### src/rtl/papu_pulse_noise.sv
// papu_pulse_noise
//   NES-APU style tone pair: one pulse (square) channel and one noise channel.
//   Both share the quarter/half-frame strobes and each drives a registered
//   4-bit DAC level towards the non-linear mixer.
//   Optional feature macro: PAPU_LENGTH_EN (per-channel length counters).
//   Without it the length mute is tied off and *_len_idx / hframe are ignored.
module papu_pulse_noise #(
    parameter logic [14:0] LFSR_SEED = 15'h0001
) (
    input  logic        clk,
    input  logic        rst_n,
    input  logic        apu_ce,
    input  logic        qframe,
    input  logic        hframe,
    input  logic [7:0]  sq_reg0,
    input  logic [10:0] sq_period,
    input  logic        sq_restart,
    input  logic [4:0]  sq_len_idx,
    input  logic [7:0]  nz_reg0,
    input  logic [7:0]  nz_reg2,
    input  logic        nz_restart,
    input  logic [4:0]  nz_len_idx,
    output logic [3:0]  sq_out,
    output logic [3:0]  nz_out
);

    // Channel index 0 is the pulse channel, 1 is the noise channel.
    localparam int NCH = 2;

    // Noise timer reload values, indexed by nz_reg2[3:0].
    function automatic logic [11:0] nz_period_lut(input logic [3:0] idx);
        logic [11:0] val;
        case (idx)
            4'd0:    val = 12'd4;
            4'd1:    val = 12'd8;
            4'd2:    val = 12'd16;
            4'd3:    val = 12'd32;
            4'd4:    val = 12'd64;
            4'd5:    val = 12'd96;
            4'd6:    val = 12'd128;
            4'd7:    val = 12'd160;
            4'd8:    val = 12'd202;
            4'd9:    val = 12'd254;
            4'd10:   val = 12'd380;
            4'd11:   val = 12'd508;
            4'd12:   val = 12'd762;
            4'd13:   val = 12'd1016;
            4'd14:   val = 12'd2034;
            default: val = 12'd4068;
        endcase
        return val;
    endfunction

`ifdef PAPU_LENGTH_EN
    // Length counter load values, indexed by the 5-bit length index.
    function automatic logic [7:0] len_lut(input logic [4:0] idx);
        logic [7:0] val;
        case (idx)
            5'd0:    val = 8'd10;
            5'd1:    val = 8'd254;
            5'd2:    val = 8'd20;
            5'd3:    val = 8'd2;
            5'd4:    val = 8'd40;
            5'd5:    val = 8'd4;
            5'd6:    val = 8'd80;
            5'd7:    val = 8'd6;
            5'd8:    val = 8'd160;
            5'd9:    val = 8'd8;
            5'd10:   val = 8'd60;
            5'd11:   val = 8'd10;
            5'd12:   val = 8'd14;
            5'd13:   val = 8'd12;
            5'd14:   val = 8'd26;
            5'd15:   val = 8'd14;
            5'd16:   val = 8'd12;
            5'd17:   val = 8'd16;
            5'd18:   val = 8'd24;
            5'd19:   val = 8'd18;
            5'd20:   val = 8'd48;
            5'd21:   val = 8'd20;
            5'd22:   val = 8'd96;
            5'd23:   val = 8'd22;
            5'd24:   val = 8'd192;
            5'd25:   val = 8'd24;
            5'd26:   val = 8'd72;
            5'd27:   val = 8'd26;
            5'd28:   val = 8'd16;
            5'd29:   val = 8'd28;
            5'd30:   val = 8'd32;
            default: val = 8'd30;
        endcase
        return val;
    endfunction
`endif

    // Pulse channel state
    logic [10:0] sq_timer_q, sq_timer_d;
    logic [2:0]  sq_step_q, sq_step_d;
    logic [7:0]  sq_duty_pattern;
    logic        sq_duty_bit;

    // Noise channel state
    logic [11:0] nz_timer_q, nz_timer_d;
    logic [11:0] nz_period;
    logic [14:0] lfsr_q, lfsr_d;
    logic        lfsr_fb;

    // Per-channel views shared by the envelope / length generate loop
    logic [NCH-1:0] ch_restart;
    logic [5:0]     ch_ctrl   [NCH];
    logic [3:0]     ch_volume [NCH];
    logic [NCH-1:0] len_mute;

    // Registered DAC levels
    logic [3:0] sq_out_q, nz_out_q;

    // Register bits the channels never look at
    logic unused_inputs;

`ifdef PAPU_LENGTH_EN
    logic [4:0] ch_len_idx [NCH];
    assign ch_len_idx[0] = sq_len_idx;
    assign ch_len_idx[1] = nz_len_idx;
    assign unused_inputs = ^{nz_reg0[7:6], nz_reg2[6:4]};
`else
    assign unused_inputs = ^{hframe, sq_len_idx, nz_len_idx, nz_reg0[7:6], nz_reg2[6:4]};
`endif

    assign ch_restart = {nz_restart, sq_restart};
    assign ch_ctrl[0] = sq_reg0[5:0];
    assign ch_ctrl[1] = nz_reg0[5:0];

    // Pulse timer / duty sequencer next state; a restart overrides a timer tick.
    always_comb begin
        sq_timer_d = sq_timer_q;
        sq_step_d  = sq_step_q;
        if (sq_restart) begin
            sq_timer_d = sq_period;
            sq_step_d  = 3'd0;
        end else if (apu_ce) begin
            if (sq_timer_q == 11'd0) begin
                sq_timer_d = sq_period;
                sq_step_d  = sq_step_q + 3'd1;
            end else begin
                sq_timer_d = sq_timer_q - 11'd1;
            end
        end
    end

    // Pulse timer / duty sequencer registers
    always_ff @(posedge clk) begin
        if (!rst_n) begin
            sq_timer_q <= 11'd0;
            sq_step_q  <= 3'd0;
        end else begin
            sq_timer_q <= sq_timer_d;
            sq_step_q  <= sq_step_d;
        end
    end

    // Duty pattern selection; the waveform is read MSB first as the step advances.
    always_comb begin
        case (sq_reg0[7:6])
            2'd0:    sq_duty_pattern = 8'b0100_0000;
            2'd1:    sq_duty_pattern = 8'b0110_0000;
            2'd2:    sq_duty_pattern = 8'b0111_1000;
            default: sq_duty_pattern = 8'b1001_1111;
        endcase
    end
    assign sq_duty_bit = sq_duty_pattern[3'd7 - sq_step_q];

    // Noise feedback tap: mode bit is sampled live, so a mode change lands on the next shift.
    assign nz_period = nz_period_lut(nz_reg2[3:0]);
    assign lfsr_fb   = lfsr_q[0] ^ (nz_reg2[7] ? lfsr_q[6] : lfsr_q[1]);

    // Noise timer / LFSR next state; the LFSR shifts once per timer expiry.
    always_comb begin
        nz_timer_d = nz_timer_q;
        lfsr_d     = lfsr_q;
        if (apu_ce) begin
            if (nz_timer_q == 12'd0) begin
                nz_timer_d = nz_period;
                lfsr_d     = {lfsr_fb, lfsr_q[14:1]};
            end else begin
                nz_timer_d = nz_timer_q - 12'd1;
            end
        end
    end

    // Noise timer / LFSR registers
    always_ff @(posedge clk) begin
        if (!rst_n) begin
            nz_timer_q <= 12'd0;
            lfsr_q     <= LFSR_SEED;
        end else begin
            nz_timer_q <= nz_timer_d;
            lfsr_q     <= lfsr_d;
        end
    end

    genvar gi;
    generate
        for (gi = 0; gi < NCH; gi++) begin : g_ch
            logic       env_start_q, env_start_d;
            logic [3:0] env_decay_q, env_decay_d;
            logic [3:0] env_div_q,   env_div_d;

            // Envelope next state; a restart in the same cycle as qframe only arms start.
            always_comb begin
                env_start_d = env_start_q;
                env_decay_d = env_decay_q;
                env_div_d   = env_div_q;
                if (ch_restart[gi]) begin
                    env_start_d = 1'b1;
                end else if (qframe) begin
                    if (env_start_q) begin
                        env_start_d = 1'b0;
                        env_decay_d = 4'd15;
                        env_div_d   = ch_ctrl[gi][3:0];
                    end else if (env_div_q == 4'd0) begin
                        env_div_d = ch_ctrl[gi][3:0];
                        if (env_decay_q != 4'd0) begin
                            env_decay_d = env_decay_q - 4'd1;
                        end else if (ch_ctrl[gi][5]) begin
                            env_decay_d = 4'd15;
                        end
                    end else begin
                        env_div_d = env_div_q - 4'd1;
                    end
                end
            end

            // Envelope registers
            always_ff @(posedge clk) begin
                if (!rst_n) begin
                    env_start_q <= 1'b0;
                    env_decay_q <= 4'd0;
                    env_div_q   <= 4'd0;
                end else begin
                    env_start_q <= env_start_d;
                    env_decay_q <= env_decay_d;
                    env_div_q   <= env_div_d;
                end
            end

            assign ch_volume[gi] = ch_ctrl[gi][4] ? ch_ctrl[gi][3:0] : env_decay_q;

`ifdef PAPU_LENGTH_EN
            logic [7:0] len_q, len_d;

            // Length counter next state; a load on restart suppresses that cycle's decrement.
            always_comb begin
                len_d = len_q;
                if (ch_restart[gi]) begin
                    len_d = len_lut(ch_len_idx[gi]);
                end else if (hframe && !ch_ctrl[gi][5] && (len_q != 8'd0)) begin
                    len_d = len_q - 8'd1;
                end
            end

            // Length counter register
            always_ff @(posedge clk) begin
                if (!rst_n) begin
                    len_q <= 8'd0;
                end else begin
                    len_q <= len_d;
                end
            end

            assign len_mute[gi] = (len_q == 8'd0);
`else
            assign len_mute[gi] = 1'b0;
`endif
        end
    endgenerate

    // Output levels, registered one cycle behind the internal channel state.
    always_ff @(posedge clk) begin
        if (!rst_n) begin
            sq_out_q <= 4'd0;
            nz_out_q <= 4'd0;
        end else begin
            sq_out_q <= (sq_duty_bit && (sq_period >= 11'd8) && !len_mute[0]) ? ch_volume[0] : 4'd0;
            nz_out_q <= (!lfsr_q[0] && !len_mute[1]) ? ch_volume[1] : 4'd0;
        end
    end

    assign sq_out = sq_out_q;
    assign nz_out = nz_out_q;

endmodule

### config.mk
export PLATFORM = sky130hd
export DESIGN_NAME = papu_pulse_noise
export DESIGN_NICKNAME = d
export VERILOG_FILES = /design/src/rtl/papu_pulse_noise.sv
export SDC_FILE = /design/constraint.sdc
export NUM_CORES = 1
export LEC_CHECK = 0
export BUFFER_PORTS_ARGS = -buffer_cell sky130_fd_sc_hd__buf_2
export CAP_MARGIN = 30
export CORE_MARGIN = 2
export CORE_UTILIZATION = 45
export CTS_CLUSTER_DIAMETER = 120
export DETAILED_ROUTE_END_ITERATION = 8
export HOLD_SLACK_MARGIN = 0.05
export PLACE_DENSITY_LB_ADDON = 0.1
export SETUP_SLACK_MARGIN = 0.02
export SLEW_MARGIN = 20
export SYNTH_ARGS = -nofsm -noshare
export SYNTH_HDL_FRONTEND = slang
export SYNTH_SLANG_ARGS = --single-unit
### constraint.sdc
create_clock -name clk -period 2.4 [get_ports clk]
set_input_delay 0.12 -clock clk [delete_from_list [all_inputs] [get_ports clk]]
set_output_delay 0.12 -clock clk [all_outputs]
set_load 0.02 [all_outputs]
==> flow_summary_export.csv, run 1 <==
group,metric,value,unit
status,run_status,"finished, final reports clean",
logic_synthesis,register_bit_count_reported_by_yosys,67,
cts,clk_pin_slew,0.08,ns
global_routing,grt_antenna_before_repair,0,
logic_synthesis,synth_mux_area_frac,0.0892,
critical_path,critPathLaunchType,"flop",
sta,skew,0.00707,ns
place,post-place-ws,0.384,ns
finish,proportion_of_layout_cells_with_a_drive_suffix_above_1,0.178,
floorplanning,area_of_the_placeable_core,8260,um2
global_routing,grt_pass1_wl,14800,um
critical_path,worst_setup_path_end_kind,"flop",
logic_synthesis,synth_enable_flop_cells,0,
cts,cts_num_sinks,67,
sta,finalHoldViolations,0,
pwr,share_comb_of_total_power,0.365,
logic_synthesis,synth_commonest_cells,"67 x sky130_fd_sc_hd__dfxtp_1, 48 x sky130_fd_sc_hd__nor2_1, 32 x sky130_fd_sc_hd__mux2i_1",
logic_synthesis,sequential_cell_area_fraction_in_the_yosys_report,0.349,
pwr,max-vdd-ir-drop,0.000524,V
worst_hold_path,worst_hold_path_type,"in2reg",
finish,number_of_inserted_filler_cells_in_the_final_layout,804,
finish,synthToLayoutAreaGrowth,14.9,%
logic_synthesis,synth-compound-area-share,0.224,
logic_synthesis,synth_nets,506,
cts,htree_levels,3,
cts,number_of_clock_buffers_inserted_by_tritoncts,9,
critical_path,critPathTopFamily,"simple AND/OR/NAND/NOR gates",
sta,worst_pin_slew,0.593,ns
logic_synthesis,synth_simple_gate_area_share,0.240,
place,dpl.cell_count,575,
logic_synthesis,post_synth_xor_area_fraction,0.00684,
logic_synthesis,post_synth_arst_share,0,
critical_path,regToRegSetupSlack,0.37,ns
finish,layout.cells.non_filler,599,
floorplanning,design.portCount,60,
route,drc,0,
logic_synthesis,synth_top_family_by_area,"simple AND/OR/NAND/NOR gates",
logic_synthesis,synth.top_cell.area_share,0.349,
logic_synthesis,synth.most_common_cell,"sky130_fd_sc_hd__dfxtp_1",
logic_synthesis,yosys.area.top_type,"sky130_fd_sc_hd__dfxtp_1",
cts,cts_root_buffer,"sky130_fd_sc_hd__clkbuf_8",
cts,clock_latency,0.34,ns
sta,headroom_to_the_max_slew_limit,0.603,
sta,period_minus_slack,2.03,ns
global_routing,first_global_vias,3197,
finish,diodes,0,
critical_path,path_max_fanout,6,
floorplanning,dieWidth,96.4,um
finish,finish.net_count,552,
critical_path,critical_path.max_stage_delay,0.49,ns
pwr,power_report.internal_total,2410,uW
logic_synthesis,yosys_synthesis_warning_count,0,
logic_synthesis,post_synth.cell_area_avg,8.67,um2
critical_path,timing.critical_path.cells,"inv_1 > ha_1 > or3b_2 > a221oi_2 > and2_1 > a311oi_1",
route,drt_pass1_iterations,4,
run,drv.max_cap_violation_count,0,
global_routing,total_congestion_overflow,0,
critical_path,cpMaxStageDelayCell,"sky130_fd_sc_hd__or3b_2",
logic_synthesis,synth.distinct_cells,73,
route,route.detailed.wl_per_inst,14.7,um
sta,maxSlewViolCount,0,
pwr,p_seq_frac,0.381,
pwr,power.density_cell_area,869,nW/um2
global_routing,grt_start_max_net_pins,33,
critical_path,cp.required,2.63,ns
place,buffer_ports.inserted,43,
pwr,power_switching_share,0.371,
sta,grt_setup_unrepaired,"false",
cts,clockBufferDepth,2,
pwr,net_load_switching_power,1420,uW
route,detail_route.iter0.violations,82,
route,routed_wirelength,8810,um
floorplanning,row_count,33,
global_routing,gr-usage-all-layers,0.203,
critical_path,critPathKind,"reg2reg",
route,route.antenna.remaining_nets,0,
floorplanning,design.die.area,9290,um2
pwr,static-leakage-power,0.00187,uW
logic_synthesis,netlist_area,3840,um2
critical_path,timing.critical_path.buf_inv,1,
place,gp_congestion,0.787,
floorplanning,die_h,96.4,um
place,detailed_place_hpwl,6190,um
route,num_vias,3408,
cts,clock_tree_from_tritoncts,"yes",
logic_synthesis,dominant_cells_by_area_after_synthesis,"sky130_fd_sc_hd__dfxtp_1 35%, sky130_fd_sc_hd__mux2i_1 8.3%, sky130_fd_sc_hd__nor2_1 4.7%",
cts,post_cts_repair_timing_setup_buffer_count,0,
sta,setup_ws,0.371,ns
sta,timing.final.crit_share,0.845,
logic_synthesis,synth_cells,443,
pwr,clkPwrFrac,0.255,
sta,max_freq,0.493,GHz
critical_path,worst_ep_arrival_time,2.25,ns
floorplanning,initial_utilization,0.465,
logic_synthesis,synth_fa_ha_area_frac,0.0358,
sta,final.setup.tns,0,ns
logic_synthesis,synth_flop_cell,"sky130_fd_sc_hd__dfxtp_1",
sta,finalSetupViolations,0,
route,post_drt_via_cell_ratio,5.69,
[flip-flops by register name, indices dropped and copies added (netlist names)]
| name | cells |
|---|---|
| g_ch.env_decay_q | 8 |
| g_ch.env_div_q | 8 |
| nz_timer_q | 12 |
| sq_step_q | 3 |
| sq_timer_q | 11 |
| nz_out | 4 |
| sq_out | 4 |
| g_ch.env_start_q | 2 |
| lfsr_q | 15 |
[cells by family (layout without fill, tap and decap cells)]
logic type                 Yosys count  after routing
xor gates and xnor gates             3              3
DFF                                 67             67
buffers and inverters               52            103
muxes                               34             34
adders and majority gates           11             11
AOI/OAI and AO/OA                  121            121
and+or+nand+nor                    155            155
[worst register-to-register path, cell delays in order (launching register included)]
cell and delay [ns]:
sky130_fd_sc_hd__dfxtp_1 0.33, sky130_fd_sc_hd__inv_1 0.09, sky130_fd_sc_hd__ha_1 0.23, sky130_fd_sc_hd__or3b_2 0.49, sky130_fd_sc_hd__a221oi_2 0.44, sky130_fd_sc_hd__and2_1 0.24
sky130_fd_sc_hd__a311oi_1 0.10
[stage by stage]
| stage | total power [uW] | area, um2 | hold WS, ns | util |
|---|---|---|---|---|
| CTS | 3860 | 4410 | 0.0510 | 0.535 |
| global placement | 2840 | 4130 | 0.339 | 0.500 |
| floorplan | 2580 | 3840 | 0.237 | - |
| finish | 3840 | 4410 | 0.0598 | 0.535 |
| detailed placement | 2860 | 4130 | 0.337 | 0.500 |
| global route | 4080 | 4410 | 0.0657 | 0.535 |
[power by group through the flow]
| stage | combinational [uW] | clock (uW) | sequential, uW |
|---|---|---|---|
| 6_report | 1400 | 976 | 1460 |
| 2_1_floorplan | 1150 | 0 | 1430 |
| 4_1_cts | 1400 | 1010 | 1450 |
| 5_1_grt | 1550 | 1050 | 1490 |
| 3_3_place_gp | 1360 | 0 | 1480 |
| 3_5_place_dp | 1390 | 0 | 1480 |
[metal layers]
layer | part of all wire | vias up | global-route usage
met5 | 0 | - | 0
met3 | 0.025 | 9 | 0.0326
met1 | 0.49 | 1626 | 0.263
li1 | - | 1733 | -
met4 | 0.014 | 0 | 0.0728
met2 | 0.48 | 40 | 0.341
[layout make-up]
class | count | area, um2 | area share
clock buffer | 10 | 138 | 0.0312
inverter | 30 | 113 | 0.0255
timing repair buffer | 57 | 340 | 0.0771
tap | 105 | 131 | 0.0298
multi-input combinational | 324 | 2290 | 0.518
clock inverter | 6 | 63.8 | 0.0145
sequential | 67 | 1340 | 0.304
[repair_timing]
| action | CTS | global route |
|---|---|---|
| resized for setup | 0 | 0 |
| hold buffers | 8 | 0 |
| hold endpoints to repair | 8 | 0 |
[final timing paths]
| kind | from | end | cells past startpoint |
|---|---|---|---|
| worst max-delay path | g_ch[1].env_div_q[0] | g_ch[1].env_decay_q[3] | 6 |
| worst min-delay path | nz_reg0[0] | nz_out[0] | 3 |
| worst max register to register | g_ch[1].env_div_q[0] | g_ch[1].env_decay_q[3] | 6 |
| worst min register to register | lfsr_q[14] | lfsr_q[13] | 2 |
[cell usage in the layout, fill, tap and decap left out, types with 10 or more instances in the layout]
cell,n
sky130_fd_sc_hd__nor3_1,13
sky130_fd_sc_hd__inv_1,30
sky130_fd_sc_hd__a21oi_1,28
sky130_fd_sc_hd__clkbuf_8,10
sky130_fd_sc_hd__ha_1,11
sky130_fd_sc_hd__mux2i_1,32
sky130_fd_sc_hd__nor2_1,48
sky130_fd_sc_hd__buf_2,43
sky130_fd_sc_hd__dfxtp_1,67
sky130_fd_sc_hd__nand2_1,20
sky130_fd_sc_hd__o21ai_0,21
(Power assumes the default switching activity.)
==> inputs of run 2 (changes only) <==
==> constraint.sdc (replaced) <==
create_clock -name clk -period 1.7 [get_ports clk]
set_input_delay 0.085 -clock clk [delete_from_list [all_inputs] [get_ports clk]]
set_output_delay 0.085 -clock clk [all_outputs]
set_load 0.02 [all_outputs]
==> run 2 against run 1 <==
The flow now finishes with violations (negative setup slack). Register-to-register slack worse by 0.43 ns. Combinational power is 100% higher. Hold slack better by 0.00058 ns. First-iteration DRC count is 35% higher. Sequential power is 40% higher. Sequential share of layout area is 4.1 points lower. Setup slack worse by 0.43 ns. Clock power is 27% higher. Wire length is 8.6% higher. Global-route usage is 1.4 points higher. Critical endpoint is now nz_timer_q[6].
==> flow_summary_export.csv, run 2 (synthesized netlist as in run 1, its figures left out) <==
group,metric,value,unit
status,run_status,"complete, but fails checks",
status,violations,"negative setup slack",
route,drc,0,
route,detail_route.iter0.violations,111,
finish,synthToLayoutAreaGrowth,34.0,%
finish,finish.net_count,614,
sta,fin_hold_ws,0.0604,ns
sta,setup_ws,-0.0634,ns
route,num_vias,3703,
cts,cts_root_buffer,"sky130_fd_sc_hd__clkbuf_8",
pwr,static-leakage-power,0.00222,uW
sta,worst_pin_slew,0.427,ns
worst_hold_path,worst_hold_path_type,"in2reg",
finish,reg_top3,"lfsr_q x15, nz_timer_q x12, sq_timer_q x11",
finish,mostFrequentLayoutCell,"sky130_fd_sc_hd__dfxtp_1",
place,dpl_cell_area,4600,um2
critical_path,worst_setup_path_end_kind,"flop",
cts,cts_num_sinks,67,
critical_path,critPathKind,"reg2reg",
cts,clock_tree_from_tritoncts,"yes",
place,gp_congestion,0.838,
route,routed_wirelength,9570,um
place,buffer_ports.inserted,43,
route,drt_pass1_iterations,4,
route,route.detailed.wl_per_inst,14.5,um
cts,clk_pin_slew,0.08,ns
sta,grt_setup_unrepaired,"true",
finish,proportion_of_layout_cells_with_a_drive_suffix_above_1,0.340,
global_routing,first_global_vias,3465,
cts,clock_latency,0.35,ns
cts,clockBufferDepth,2,
sta,finalSetupViolations,5,
route,route.antenna.remaining_nets,0,
floorplanning,area_of_the_placeable_core,8260,um2
global_routing,gr-usage-all-layers,0.217,
sta,headroom_to_the_max_slew_limit,0.713,
global_routing,grt_antenna_before_repair,0,
critical_path,cp.required,1.98,ns
floorplanning,die_h,96.4,um
sta,skew,0.0131,ns
sta,period_minus_slack,1.76,ns
pwr,max-vdd-ir-drop,0.000827,V
sta,final.setup.tns,-0.0962,ns
run,drv.max_cap_violation_count,0,
floorplanning,row_count,33,
pwr,power.density_cell_area,1190,nW/um2
global_routing,grt_start_max_net_pins,29,
cts,htree_levels,3,
finish,postLayoutCellArea,5150,um2
finish,largest_reg_flops,15,
global_routing,total_congestion_overflow,0,
finish,registers.top_by_ff_count,"lfsr_q",
sta,finalHoldViolations,0,
sta,timing.final.crit_share,1.04,
floorplanning,design.die.area,9290,um2
sta,max_freq,0.567,GHz
sta,maxSlewViolCount,0,
finish,number_of_inserted_filler_cells_in_the_final_layout,731,
floorplanning,design.portCount,60,
floorplanning,initial_utilization,0.465,
critical_path,critPathLaunchType,"flop",
critical_path,worst_ep_arrival_time,2.04,ns
pwr,fin_total_pwr,6140,uW
finish,diodes,0,
floorplanning,dieWidth,96.4,um
cts,number_of_clock_buffers_inserted_by_tritoncts,9,
global_routing,grt_pass1_wl,15900,um
place,detailed_place_hpwl,6620,um
route,post_drt_via_cell_ratio,5.60,
finish,commonest_cells_after_routing_fill_and_taps_aside,"59 x sky130_fd_sc_hd__dfxtp_1, 58 x sky130_fd_sc_hd__buf_4, 48 x sky130_fd_sc_hd__nor2_1",
critical_path,path_max_fanout,2,
-- run 2: cell count changes in the layout (fill, tap and decap cells not counted), moves of 5 or more --
cell,delta
sky130_fd_sc_hd__dfxtp_2,+8
sky130_fd_sc_hd__ha_4,+5
sky130_fd_sc_hd__ha_1,-5
sky130_fd_sc_hd__inv_2,+6
sky130_fd_sc_hd__dfxtp_1,-8
sky130_fd_sc_hd__inv_1,-8
sky130_fd_sc_hd__dlygate4sd3_1,+7
sky130_fd_sc_hd__buf_4,+52
-- run 2: repair_timing --
action,4_1_cts,5_1_grt
pin swaps,11,18
endpoints found under the hold margin,17,0
setup endpoints to repair,18,44
gates resized for setup,9,30
setup buffers,2,4
hold buffers,15,0
-- run 2: worst paths after layout --
check	from	to	slack, ns	cells after the start
worst min register to register	lfsr_q[8]	lfsr_q[7]	0.50	2
worst max-delay path	nz_timer_q[0]	nz_timer_q[6]	-0.06	6
worst max register to register	nz_timer_q[0]	nz_timer_q[6]	-0.06	6
worst min-delay path	sq_reg0[1]	sq_out[1]	0.06	3
-- run 2: cell type report --
| type | instances | area (um2) | area share |
|---|---|---|---|
| well taps | 105 | 131 | 0.0255 |
| repair buffers | 119 | 843 | 0.164 |
| multi-input cells | 324 | 2520 | 0.490 |
| clock buffers | 11 | 141 | 0.0275 |
| clock inverters | 5 | 38.8 | 0.00754 |
| flip-flops and latches | 67 | 1350 | 0.263 |
| inverters | 30 | 118 | 0.0228 |
-- run 2: layer usage --
layer | part of all wire | track usage
met4 | 0.011 | 0.0692
met2 | 0.49 | 0.365
met3 | 0.037 | 0.0450
met1 | 0.46 | 0.279
met5 | 0 | 0
-- run 2: worst max-delay path, stage by stage (launching register included) --
cell,delay (ns)
sky130_fd_sc_hd__dfxtp_2,0.33
sky130_fd_sc_hd__inv_2,0.08
sky130_fd_sc_hd__ha_4,0.13
sky130_fd_sc_hd__or3b_4,0.37
sky130_fd_sc_hd__or4_4,0.42
sky130_fd_sc_hd__mux2_4,0.28
sky130_fd_sc_hd__o22ai_2,0.08
-- run 2: power by group --
part / leakage (uW) / switching, uW / internal [uW] / total [uW]
logic: 0.00158 / 1350 / 1510 / 2860
registers: 0.000550 / 259 / 1780 / 2040
clock network: 0.0000895 / 663 / 575 / 1240
-- run 2: through the flow --
| step | instances | setup slack [ns] | util |
|---|---|---|---|
| finish | 661 | -0.0634 | 0.623 |
| global placement | 625 | -0.0477 | 0.557 |
| global route | 661 | -0.117 | 0.623 |
| floorplan | 443 | -0.0552 | - |
| detailed placement | 625 | -0.0997 | 0.557 |
| CTS | 658 | -0.111 | 0.603 |
==> inputs of run 3 (changes only) <==
--- a/config.mk
+++ b/config.mk
@@ -11,10 +11,11 @@
 export CORE_UTILIZATION = 45
 export CTS_CLUSTER_DIAMETER = 120
 export DETAILED_ROUTE_END_ITERATION = 8
+export GPL_TIMING_DRIVEN = 0
 export HOLD_SLACK_MARGIN = 0.05
 export PLACE_DENSITY_LB_ADDON = 0.1
 export SETUP_SLACK_MARGIN = 0.02
-export SLEW_MARGIN = 20
+export SLEW_MARGIN = 0
 export SYNTH_ARGS = -nofsm -noshare
 export SYNTH_HDL_FRONTEND = slang
 export SYNTH_SLANG_ARGS = --single-unit
==> run 3 against run 2 <==
The run still ends with negative setup slack left. Final area shrank 0.78%. Clock-buffer cell count down 2. Largest cell class unchanged. Hold slack better by 0.0060 ns. Sequential cell count did not move. Wire length grew 5.5%. Setup slack worse by 0.023 ns. Critical path type unchanged. Critical path depth unchanged. Global-route usage grew 1.0 points. Clock power up 4%. First-iteration DRC count is 23% higher. Via count grew 0.86%. Combinational power hardly changed.
==> flow_summary_export.csv, run 3 (synthesized netlist as in run 1, its figures left out) <==
group,metric,value,unit
status,run_status,"complete, but fails checks",
status,violations,"negative setup slack",
place,detailed_place_hpwl,6480,um
global_routing,gr-usage-all-layers,0.227,
critical_path,path_max_fanout,4,
floorplanning,initial_utilization,0.465,
worst_hold_path,worst_hold_path_type,"in2reg",
route,routed_wirelength,10100,um
cts,clock_latency,0.34,ns
pwr,power.density_cell_area,1230,nW/um2
route,drc,0,
finish,layout.cells.non_filler,649,
cts,cts_root_buffer,"sky130_fd_sc_hd__clkbuf_8",
finish,largest_reg_flops,15,
critical_path,critical_path.max_stage_delay,0.41,ns
pwr,clkPwrFrac,0.206,
critical_path,worst_setup_path_end_kind,"flop",
sta,fin_hold_ws,0.0663,ns
route,routed-wl-met2,4760,um
critical_path,cpMaxStageDelayCell,"sky130_fd_sc_hd__or4_1",
pwr,p_seq_frac,0.335,
cts,number_of_clock_buffers_inserted_by_tritoncts,9,
global_routing,first_global_vias,3445,
floorplanning,dieWidth,96.4,um
sta,finalHoldViolations,0,
sta,max_freq,0.560,GHz
finish,registers.top_by_ff_count,"lfsr_q",
floorplanning,area_of_the_placeable_core,8260,um2
floorplanning,design.portCount,60,
run,drv.max_cap_violation_count,0,
pwr,power_report.internal_total,3950,uW
critical_path,critPathLaunchType,"flop",
critical_path,timing.critical_path.buf_inv,1,
cts,cts_num_sinks,67,
finish,postLayoutCellArea,5110,um2
global_routing,grt_start_max_net_pins,12,
route,met3RoutedLength,409,um
pwr,max-vdd-ir-drop,0.000705,V
route,m1WireLength,4780,um
route,route.detailed.wl_per_inst,15.6,um
route,route.antenna.remaining_nets,0,
pwr,static-leakage-power,0.00214,uW
critical_path,critPathKind,"reg2reg",
route,drt_pass1_iterations,4,
sta,timing.final.crit_share,1.05,
route,highest_layer,"met4",
sta,grt_setup_unrepaired,"true",
global_routing,total_congestion_overflow,0,
sta,skew,0.00990,ns
finish,proportion_of_layout_cells_with_a_drive_suffix_above_1,0.305,
finish,finish.net_count,603,
sta,setup_ws,-0.0868,ns
critical_path,critPathTopFamily,"simple AND/OR/NAND/NOR gates",
finish,commonest_cells_after_routing_fill_and_taps_aside,"57 x sky130_fd_sc_hd__dfxtp_1, 44 x sky130_fd_sc_hd__nor2_1, 36 x sky130_fd_sc_hd__buf_2",
finish,reg_top3,"lfsr_q x15, nz_timer_q x12, sq_timer_q x11",
place,dpl_cell_area,4250,um2
sta,worst_pin_slew,0.678,ns
sta,period_minus_slack,1.79,ns
floorplanning,design.die.area,9290,um2
pwr,power_switching_share,0.370,
floorplanning,die_h,96.4,um
global_routing,grt_antenna_before_repair,0,
sta,finalSetupViolations,13,
sta,maxSlewViolCount,0,
global_routing,grt_pass1_wl,16600,um
critical_path,timing.critical_path.cells,"inv_4 > ha_4 > or3b_4 > or4_1 > mux2_4 > o22ai_2",
pwr,fin_total_pwr,6270,uW
pwr,net_load_switching_power,2320,uW
place,dpl.cell_count,584,
route,post_drt_via_cell_ratio,5.76,
cts,clock_tree_from_tritoncts,"yes",
finish,mostFrequentLayoutCell,"sky130_fd_sc_hd__dfxtp_1",
cts,clk_pin_slew,0.08,ns
cts,htree_levels,3,
route,detail_route.iter0.violations,136,
place,buffer_ports.inserted,36,
critical_path,worst_ep_arrival_time,2.05,ns
cts,clockBufferDepth,2,
critical_path,cp.required,1.97,ns
route,num_vias,3735,
sta,headroom_to_the_max_slew_limit,0.548,
finish,synthToLayoutAreaGrowth,32.9,%
pwr,share_comb_of_total_power,0.459,
place,gp_congestion,0.859,
finish,diodes,0,
floorplanning,row_count,33,
==> run 3: cell type report <==
class | count | area, um2
well taps | 105 | 131
multi-input cells | 325 | 2580
inverters | 30 | 123
repair buffers | 87 | 631
clock inverters | 6 | 57.6
plain buffers | 20 | 101
fillers | 731 | 3150
flip-flops and latches | 67 | 1360
clock buffers | 9 | 124
==> run 3: through the flow <==
stage	util	worst slack [ns]	TNS, ns
4_1_cts	0.590	-0.123	-1.09
2_1_floorplan	-	-0.0552	-0.351
3_3_place_gp	0.514	-0.260	-4.93
5_1_grt	0.618	-0.150	-2.20
6_report	0.618	-0.0868	-0.517
3_5_place_dp	0.514	-0.267	-5.49
==> run 3: final timing paths <==
check                     start       endpoint  slack [ns]  cells after the start
setup / recovery  nz_timer_q[0]  nz_timer_q[6]       -0.09                      6
hold / removal       nz_reg0[3]      nz_out[3]        0.07                      3
setup reg to reg  nz_timer_q[0]  nz_timer_q[6]       -0.09                      6
hold reg to reg      lfsr_q[14]     lfsr_q[13]        0.48                      2
==> run 3: power groups by stage <==
| stage | Clock (uW) | Sequential (uW) | Combinational (uW) |
|---|---|---|---|
| 2_1_floorplan | 0 | 2030 | 1690 |
| 5_1_grt | 1400 | 2150 | 3130 |
| 4_1_cts | 1320 | 2060 | 2490 |
| 3_5_place_dp | 0 | 2080 | 2080 |
| 3_3_place_gp | 0 | 2070 | 2050 |
| 6_report | 1290 | 2100 | 2870 |
==> run 3: tightest hold or removal path, delay by kind of cell <==
family / cells / cell delay [ns]
buffers and inverters: 1 / 0.11
AND/OR/NAND/NOR: 1 / 0.09
multiplexers: 1 / 0.07
==> run 3: metal layers <==
| layer | up-vias | track usage |
|---|---|---|
| li1 | 1843 | - |
| met1 | 1788 | 0.317 |
| met2 | 88 | 0.355 |
| met3 | 16 | 0.0349 |
| met4 | 0 | 0.0833 |
| met5 | - | 0 |
==> run 3: timing repair <==
action                                  4_1_cts  5_1_grt
hold buffers                                 15        0
endpoints found under the hold margin        17        0
gates cloned                                  0        1
gates resized for setup                      25       41
setup buffers                                25       12
endpoints found under the setup margin       48       51
pin swaps                                    28       19
